### config.mk
export PLATFORM = sky130hd
export DESIGN_NAME = dist_smoother
export DESIGN_NICKNAME = d
export VERILOG_FILES = /design/src/rtl/dist_smoother.sv
export SDC_FILE = /design/constraint.sdc
export NUM_CORES = 1
export LEC_CHECK = 0
export CAP_MARGIN = 20
export CELL_PAD_IN_SITES_DETAIL_PLACEMENT = 1
export CELL_PAD_IN_SITES_GLOBAL_PLACEMENT = 2
export CORE_ASPECT_RATIO = 1.75
export CORE_MARGIN = 3
export CORE_UTILIZATION = 41
export CTS_BUF_LIST = sky130_fd_sc_hd__clkbuf_8 sky130_fd_sc_hd__clkbuf_16
export DETAILED_ROUTE_END_ITERATION = 12
export DONT_BUFFER_PORTS = 1
export GPL_TIMING_DRIVEN = 1
export PLACE_DENSITY_LB_ADDON = 0.05
export SYNTH_ARGS = -nofsm -noshare
export SYNTH_HDL_FRONTEND = slang
export SYNTH_SLANG_ARGS = --single-unit
### constraint.sdc
create_clock -name clk -period 4.57 [get_ports clk]
set_input_delay 0.914 -clock clk [delete_from_list [all_inputs] [get_ports clk]]
set_output_delay 0.914 -clock clk [all_outputs]
set_load 0.03 [all_outputs]
### src/rtl/dist_smoother.sv
// Purpose : moving-average filter over a 2^LOG2N-sample circular window of distance samples.
// Latency : one register stage; the accepting edge updates dist_out and pulses dist_out_valid.
// Backpressure: none, every strobe is taken; optional DIST_ZERO_REJECT_EN drops zero samples.
module dist_smoother #(
  parameter int DW    = 6,
  parameter int LOG2N = 3
) (
  input  logic          clk,
  input  logic          rst_n,
  input  logic [DW-1:0] dist_in,
  input  logic          dist_valid,
  input  logic          clear,
  output logic [DW-1:0] dist_out,
  output logic          dist_out_valid,
  output logic          win_full
);

  localparam int N  = 1 << LOG2N;
  localparam int SW = DW + LOG2N;             // sum cannot exceed N*(2^DW-1) + N/2
  localparam int CW = LOG2N + 1;
  localparam int PW = (LOG2N > 0) ? LOG2N : 1; // keep the pointer at least one bit wide

  typedef enum logic [1:0] {
    EMPTY = 2'd0,
    FILL  = 2'd1,
    RUN   = 2'd2
  } state_t;

  state_t         state, state_next;
  logic [PW-1:0]  wr_ptr;
  logic [CW-1:0]  count;
  logic [CW-1:0]  count_inc;
  logic [SW-1:0]  sum;
  logic [SW-1:0]  sum_next;
  logic [DW-1:0]  old;
  logic [DW-1:0]  avg;
  logic           accept;
  logic           publish;
  logic [DW-1:0]  win_buf [N];

`ifdef DIST_ZERO_REJECT_EN
  // A zero is the calculator's no-match code; such strobes leave the window untouched.
  assign accept = dist_valid && !clear && (dist_in != '0);
`else
  assign accept = dist_valid && !clear;
`endif

  // Only once the window is full does the incoming sample displace an older one.
  assign old       = (state == RUN) ? win_buf[wr_ptr] : '0;
  assign sum_next  = sum + SW'(dist_in) - SW'(old);
  assign count_inc = count + CW'(1);
  // Round half up, then divide by the window depth.
  assign avg       = DW'((sum_next + SW'(N / 2)) >> LOG2N);

  // State register.
  always_ff @(posedge clk or negedge rst_n) begin
    if (!rst_n) state <= EMPTY;
    else        state <= state_next;
  end

  // Next state and the decision to publish a new average on this edge.
  always_comb begin
    state_next = state;
    publish    = 1'b0;
    if (clear) begin
      state_next = EMPTY;
    end else if (accept) begin
      case (state)
        EMPTY, FILL: begin
          if (count_inc == CW'(N)) begin
            state_next = RUN;
            publish    = 1'b1;
          end else begin
            state_next = FILL;
          end
        end
        RUN:     publish = 1'b1;
        default: state_next = EMPTY;
      endcase
    end
  end

  // Window bookkeeping: pointer, fill count and running sum.
  always_ff @(posedge clk or negedge rst_n) begin
    if (!rst_n) begin
      wr_ptr <= '0;
      count  <= '0;
      sum    <= '0;
    end else if (clear) begin
      wr_ptr <= '0;
      count  <= '0;
      sum    <= '0;
    end else if (accept) begin
      wr_ptr <= (wr_ptr == PW'(N - 1)) ? '0 : wr_ptr + PW'(1);
      count  <= (count == CW'(N)) ? count : count_inc;
      sum    <= sum_next;
    end
  end

  // Output registers; dist_out holds across clear so the display does not blank.
  always_ff @(posedge clk or negedge rst_n) begin
    if (!rst_n) begin
      dist_out       <= '0;
      dist_out_valid <= 1'b0;
      win_full       <= 1'b0;
    end else begin
      dist_out_valid <= publish;
      win_full       <= (state_next == RUN);
      if (publish) dist_out <= avg;
    end
  end

  // Sample storage, deliberately not reset.
  always_ff @(posedge clk) begin
    if (accept) win_buf[wr_ptr] <= dist_in;
  end

endmodule

==> impl_metrics.csv, run 1 <==
group,metric,value,unit
routing,ant_nets,0,
timing,fin_crit,4.007,ns
final_layout,final_common_cell,"edfxtp_1",
final_layout,drive_gt1_share,13.55,%
setup_path,worstPathMaxFanout,19,
timing,slew_violations,0,
setup_path,critPathLaunchType,"flip-flop",
clocking,clkSinkCount,74,
floorplanning,pin_count,18,
power,switching_share,30.92,%
setup_path,slowest_delay,0.79,ns
floorplanning,die_width,78.61,um
grt,grt_remaining_overflow,0,
power,ir_worst_vdd,0.3423,mV
final_layout,nFillCells,939,
final_layout,instances_no_fill,427,
place,pre_cts_slack,0.5343,ns
final_layout,area_growth,11.61,%
logic_synthesis,seq_area_frac_synth,55.31,%
grt,first_global_vias,2542,
timing,tns,0,ns
timing,fmax,249.6,MHz
place,dpl.hpwl,6.160,mm
power,clockPowerShare,32.0,%
logic_synthesis,ys.warnings.count,0,
timing,worst_slew_pin_slew,0.8453,ns
power,p_leak,1.673,nW
hold_path,hp-class,"in2async",
logic_synthesis,ys_types,51,
clocking,holdBufCountCts,0,
timing,clock_skew,0.005123,ns
timing,hold_violations,0,
clocking,cts_inserted_buffers,9,
setup_path,crit_type,"reg2reg",
power,power.internal,0.001458,W
logic_synthesis,syn_area,0.003782,mm2
floorplanning,rows,45,
clocking,htreeDepth,3,
final_layout,layout_common_cells,"48 x edfxtp_1, 36 x inv_1, 33 x nor2_1, 26 x dfrtp_1, 19 x mux2i_1",
grt,grt_max_degree,27,
logic_synthesis,ys_dominant_reg_cell,"edfxtp_1",
power,seqPwrFrac,36.9,%
logic_synthesis,synthesis.nets,330,
clocking,cts_buffer_depth,2,
power,p_per_area,500.0,mW/mm2
routing,wire_per_inst,19.48,um
setup_path,cpMaxStageDelayCell,"dfrtp_1",
routing,first_iter_violations,81,
floorplanning,core,0.008840,mm2
setup_path,crit_chain,"mux2_2 -> nand2_1 -> o22ai_1 -> nor2_1 -> nor2_1 -> fa_1 -> inv_1 -> ha_1 -> a21o_1 -> a21oi_1 -> xnor2_1 -> ha_1 -> nor3b_1 -> nand2_1 -> xnor2_1 -> mux2_2",
logic_synthesis,synth_area_per_cell,12.65,um2
power,total_power,0.002111,W
floorplanning,dieArea,0.01046,mm2
logic_synthesis,async_reset_ff_share,35.14,%
floorplanning,start_util,42.79,%
setup_path,end_kind,"flip-flop",
routing,drc,0,
grt,track_usage,17.59,%
logic_synthesis,ys_ff_latch,74,
place,gp_congestion,0.7397,
power,power_frac_comb,31.1,%
logic_synthesis,synth_edf_count,48,
routing,vias_per_cell,5.288,
timing,setup_ws,0.5634,ns
routing,wirelength,8.317,mm
power,switching_power,0.0006527,W
grt,antenna_found_initial,0,
routing,vias,2258,
timing,slew_headroom,43.44,%
status,status,"complete, no violations",
floorplanning,die_h,133.1,um
timing,rsz0062_at_grt,"false",
setup_path,critPathArrivalTime,4.22,ns
clocking,worstSkewPairLatency,0.33,ns
final_layout,diodes,0,
timing,finalCritPeriodShare,87.67,%
place,port_buffers,0,
routing,first_pass_iters,6,
clocking,cts_tree,"yes",
place,place_inst,411,
flow_run,drv_cap,0,
clocking,cts_root_buf,"clkbuf_16",
grt,grt_pass1_wl,13.37,mm
logic_synthesis,syn_inst,299,
clocking,path_clk_slew,0.06,ns
final_layout,layout.nets,336,
clocking,post_cts_resized,0,
setup_path,critPathRequiredTime,4.78,ns
clocking,cts_setup_buffers,0,
timing,final-setup-viol-count,0,
-- through the flow --
step / util (%) / hold WS [ns] / area [um2]
floorplan: - / 0.4863 / 3782
global placement: 44.42 / 0.5027 / 3926
detailed placement: 44.50 / 0.5134 / 3934
CTS: 47.76 / 0.2624 / 4222
global route: 47.76 / 0.2563 / 4222
finish: 47.76 / 0.2768 / 4222
-- routing by layer --
metal / up-vias / routed length [um] / global-route usage (%)
met4: 0 / 153 / 7.296
li1: 1065 / - / -
met3: 12 / 231 / 3.678
met5: - / 0 / 0
met2: 28 / 4896 / 33.25
met1: 1153 / 3036 / 18.21
-- path summary, 6_finish.rpt --
path / startpoint / endpoint / slack (ns) / cells after the start
min in group clk: sum[5] / sum[5] / 0.52 / 2
worst min register to register: sum[5] / sum[5] / 0.52 / 2
worst min-delay path: rst_n / sum[7] / 0.28 / 0
worst max register to register: wr_ptr[1] / dist_out[3] / 0.56 / 16
max in group asynchronous: rst_n / sum[1] / 4.21 / 0
worst max-delay path: wr_ptr[1] / dist_out[3] / 0.56 / 16
-- layout make-up --
cell class	count	area (um2)	area share [%]
Clock inverter	7	62.56	1.482
Sequential cell	74	2092	49.56
Timing Repair Buffer	7	52.55	1.245
Clock buffer	9	225.2	5.335
Inverter	34	127.6	3.023
Tap cell	117	146.4	3.468
Multi-Input combinational cell	179	1515	35.89
-- power groups by stage --
stage	registers, W	clock network (W)	logic, W
6_report	0.000779	0.000676	0.000656
5_1_grt	0.000784	0.000733	0.000743
4_1_cts	0.000780	0.000696	0.000672
3_5_place_dp	0.000792	0	0.000664
3_3_place_gp	0.000793	0	0.000659
2_1_floorplan	0.000779	0	0.000527
-- kinds of logic after synthesis --
group | count (synthesis) | share of synthesized area [%]
flip-flops | 74 | 55.31
buffers and inverters | 46 | 4.631
XOR/XNOR | 12 | 2.977
AND/OR/NAND/NOR | 77 | 10.45
AO/OA/AOI/OAI | 36 | 6.815
multiplexers | 33 | 11.68
adder cells (fa/ha/maj) | 21 | 8.138
-- registers in the layout (all words and copies together), names as in the netlist --
register,flops
win_buf,48
wr_ptr,3
dist_out_valid,1
dist_out,6
win_full,1
count,4
state,2
sum,9
-- cells in the mapped netlist (2+ instances only) --
master,count,area [um2]
nand4_1,2,12.51
mux2_2,3,33.78
inv_1,34,127.6
fa_1,6,120.1
nor3_1,4,20.02
nand3b_1,4,30.03
a211oi_1,3,22.52
edfxtp_1,48,1441
nor2_1,33,123.9
o22ai_1,3,18.77
buf_2,2,10.01
a21o_1,2,15.01
ha_1,15,187.7
buf_1,3,11.26
dfrtp_1,26,650.6
mux4_2,8,180.2
o21ai_1,3,15.01
nand3_1,3,15.01
mux2i_1,19,190.2
a21oi_1,8,40.04
xnor2_1,8,70.07
nor3b_1,5,37.54
clkbuf_1,7,26.28
xor2_1,3,26.28
o21ai_0,4,20.02
nand2_1,10,37.54
mux2_1,2,22.52
nand2b_1,7,43.79
a21oi_2,2,17.52
-- critical path: cells and delay by family (launching register included) --
kind,cells,cell delay (ns)
adder cells (fa/ha/maj),3,1.02
flip-flops,1,0.79
multiplexers,2,0.67
AND/OR/NAND/NOR,5,0.63
AO/OA/AOI/OAI,3,0.40
XOR/XNOR,2,0.30
buffers and inverters,1,0.08
Note: power is estimated with default switching activity, not from simulation.
==> inputs of run 2 (changes only) <==
Settings changed: SETUP_SLACK_MARGIN from default to 0.2.
==> impl_metrics.csv, run 2 (synthesis gave the netlist of run 1 again) <==
group,metric,value,unit
status,status,"complete, no violations",
clocking,cts_tree,"yes",
timing,clock_skew,0.005123,ns
final_layout,reg_top3,"win_buf x48, sum x9, dist_out x6",
floorplanning,rows,45,
floorplanning,dieArea,0.01046,mm2
timing,fin_crit,3.988,ns
floorplanning,die_h,133.1,um
timing,worst_slew_pin_slew,0.8453,ns
routing,wirelength,8.317,mm
clocking,path_clk_slew,0.06,ns
final_layout,layout.nets,336,
place,gp_congestion,0.7397,
place,port_buffers,0,
clocking,holdBufCountCts,0,
timing,rsz0062_at_grt,"false",
timing,fmax,250.8,MHz
clocking,worstSkewPairLatency,0.33,ns
final_layout,largest_reg_flops,48,
floorplanning,die_width,78.61,um
final_layout,final_common_cell,"edfxtp_1",
timing,tns,0,ns
place,place_inst,411,
timing,finalCritPeriodShare,87.26,%
routing,ant_nets,0,
routing,vias_per_cell,5.288,
place,placed_cell_area,0.003934,mm2
floorplanning,start_util,42.79,%
routing,first_iter_violations,81,
setup_path,end_kind,"flip-flop",
power,p_per_area,499.9,mW/mm2
timing,final-setup-viol-count,0,
grt,grt_max_degree,27,
routing,first_pass_iters,6,
routing,vias,2258,
setup_path,critPathRequiredTime,4.78,ns
timing,slew_headroom,43.44,%
final_layout,top_register,"win_buf",
place,dpl.hpwl,6.160,mm
final_layout,area_growth,11.64,%
setup_path,critPathLaunchType,"flip-flop",
clocking,cts_root_buf,"clkbuf_16",
flow_run,drv_cap,0,
clocking,htreeDepth,3,
floorplanning,pin_count,18,
final_layout,diodes,0,
floorplanning,core,0.008840,mm2
timing,hold_violations,0,
setup_path,worstPathMaxFanout,15,
power,p_leak,1.672,nW
grt,grt_remaining_overflow,0,
timing,slew_violations,0,
grt,antenna_found_initial,0,
grt,track_usage,17.59,%
power,ir_worst_vdd,0.3423,mV
clocking,cts_inserted_buffers,9,
grt,grt_pass1_wl,13.37,mm
final_layout,drive_gt1_share,13.87,%
final_layout,layout_common_cells,"48 x edfxtp_1, 36 x inv_1, 33 x nor2_1, 25 x dfrtp_1, 19 x mux2i_1",
grt,first_global_vias,2542,
routing,wire_per_inst,19.48,um
final_layout,fin_area,0.004223,mm2
setup_path,crit_type,"reg2reg",
routing,drc,0,
setup_path,critPathArrivalTime,4.20,ns
clocking,cts_buffer_depth,2,
final_layout,instances_no_fill,427,
hold_path,hp-class,"in2async",
clocking,clkSinkCount,74,
[run 2: per-layer routing]
layer	track usage, %	share of wire (%)	up-vias
met5	0	0	-
met4	7.296	1.8	0
met3	3.678	2.8	12
met2	33.25	59	28
met1	18.21	37	1153
li1	-	-	1065
[run 2: power breakdown]
group	total, W	leakage, nW	internal [W]	switching (W)
Sequential	0.000779	0.779	0.000750	0.0000294
Clock	0.000676	0.144	0.000416	0.000260
Combinational	0.000656	0.749	0.000292	0.000364
[run 2: worst paths after layout]
kind / startpoint / endpoint / slack, ns / cells after the start
setup / recovery: wr_ptr[0] / dist_out[3] / 0.58 / 17
hold / removal: rst_n / sum[7] / 0.28 / 0
setup reg to reg: wr_ptr[0] / dist_out[3] / 0.58 / 17
hold reg to reg: sum[5] / sum[5] / 0.52 / 2
max in group asynchronous: rst_n / wr_ptr[1] / 4.21 / 0
min in group clk: sum[5] / sum[5] / 0.52 / 2
[run 2: through the flow]
step           hold slack, ns  util (%)  power [W]  setup slack [ns]
2_1_floorplan          0.4863         -   0.001306            0.8965
5_1_grt                0.2563     47.77   0.002260            0.2721
3_5_place_dp           0.5134     44.50   0.001457            0.5343
6_report               0.2768     47.77   0.002111            0.5820
3_3_place_gp           0.5027     44.42   0.001451            0.5595
4_1_cts                0.2624     47.76   0.002148            0.5029
[run 2: final cells by class]
type / instances / area (um2)
inverters: 34 / 127.6
well taps: 117 / 146.4
clock buffers: 9 / 225.2
multi-input cells: 179 / 1515
clock inverters: 7 / 62.56
repair buffers: 7 / 52.55
fillers: 938 / 4617
flip-flops and latches: 74 / 2093
[run 2: repair_timing]
action | CTS | global route
setup buffers | 0 | 0
setup endpoints to repair | 0 | 1
gates resized for setup | 0 | 1
[run 2: worst max-delay path, cell delays in order, from the launching register on]
cell and delay (ns):
dfrtp_1 0.63, buf_4 0.30, nand2b_1 0.18, o22a_1 0.15, o22ai_1 0.07, nor2_1 0.12
nor2_1 0.06, fa_1 0.50, inv_1 0.08, ha_1 0.31, a21o_1 0.16, a21oi_1 0.16
xnor2_1 0.17, ha_1 0.21, nor3b_1 0.27, nand2_1 0.11, xnor2_1 0.13, mux2_2 0.26
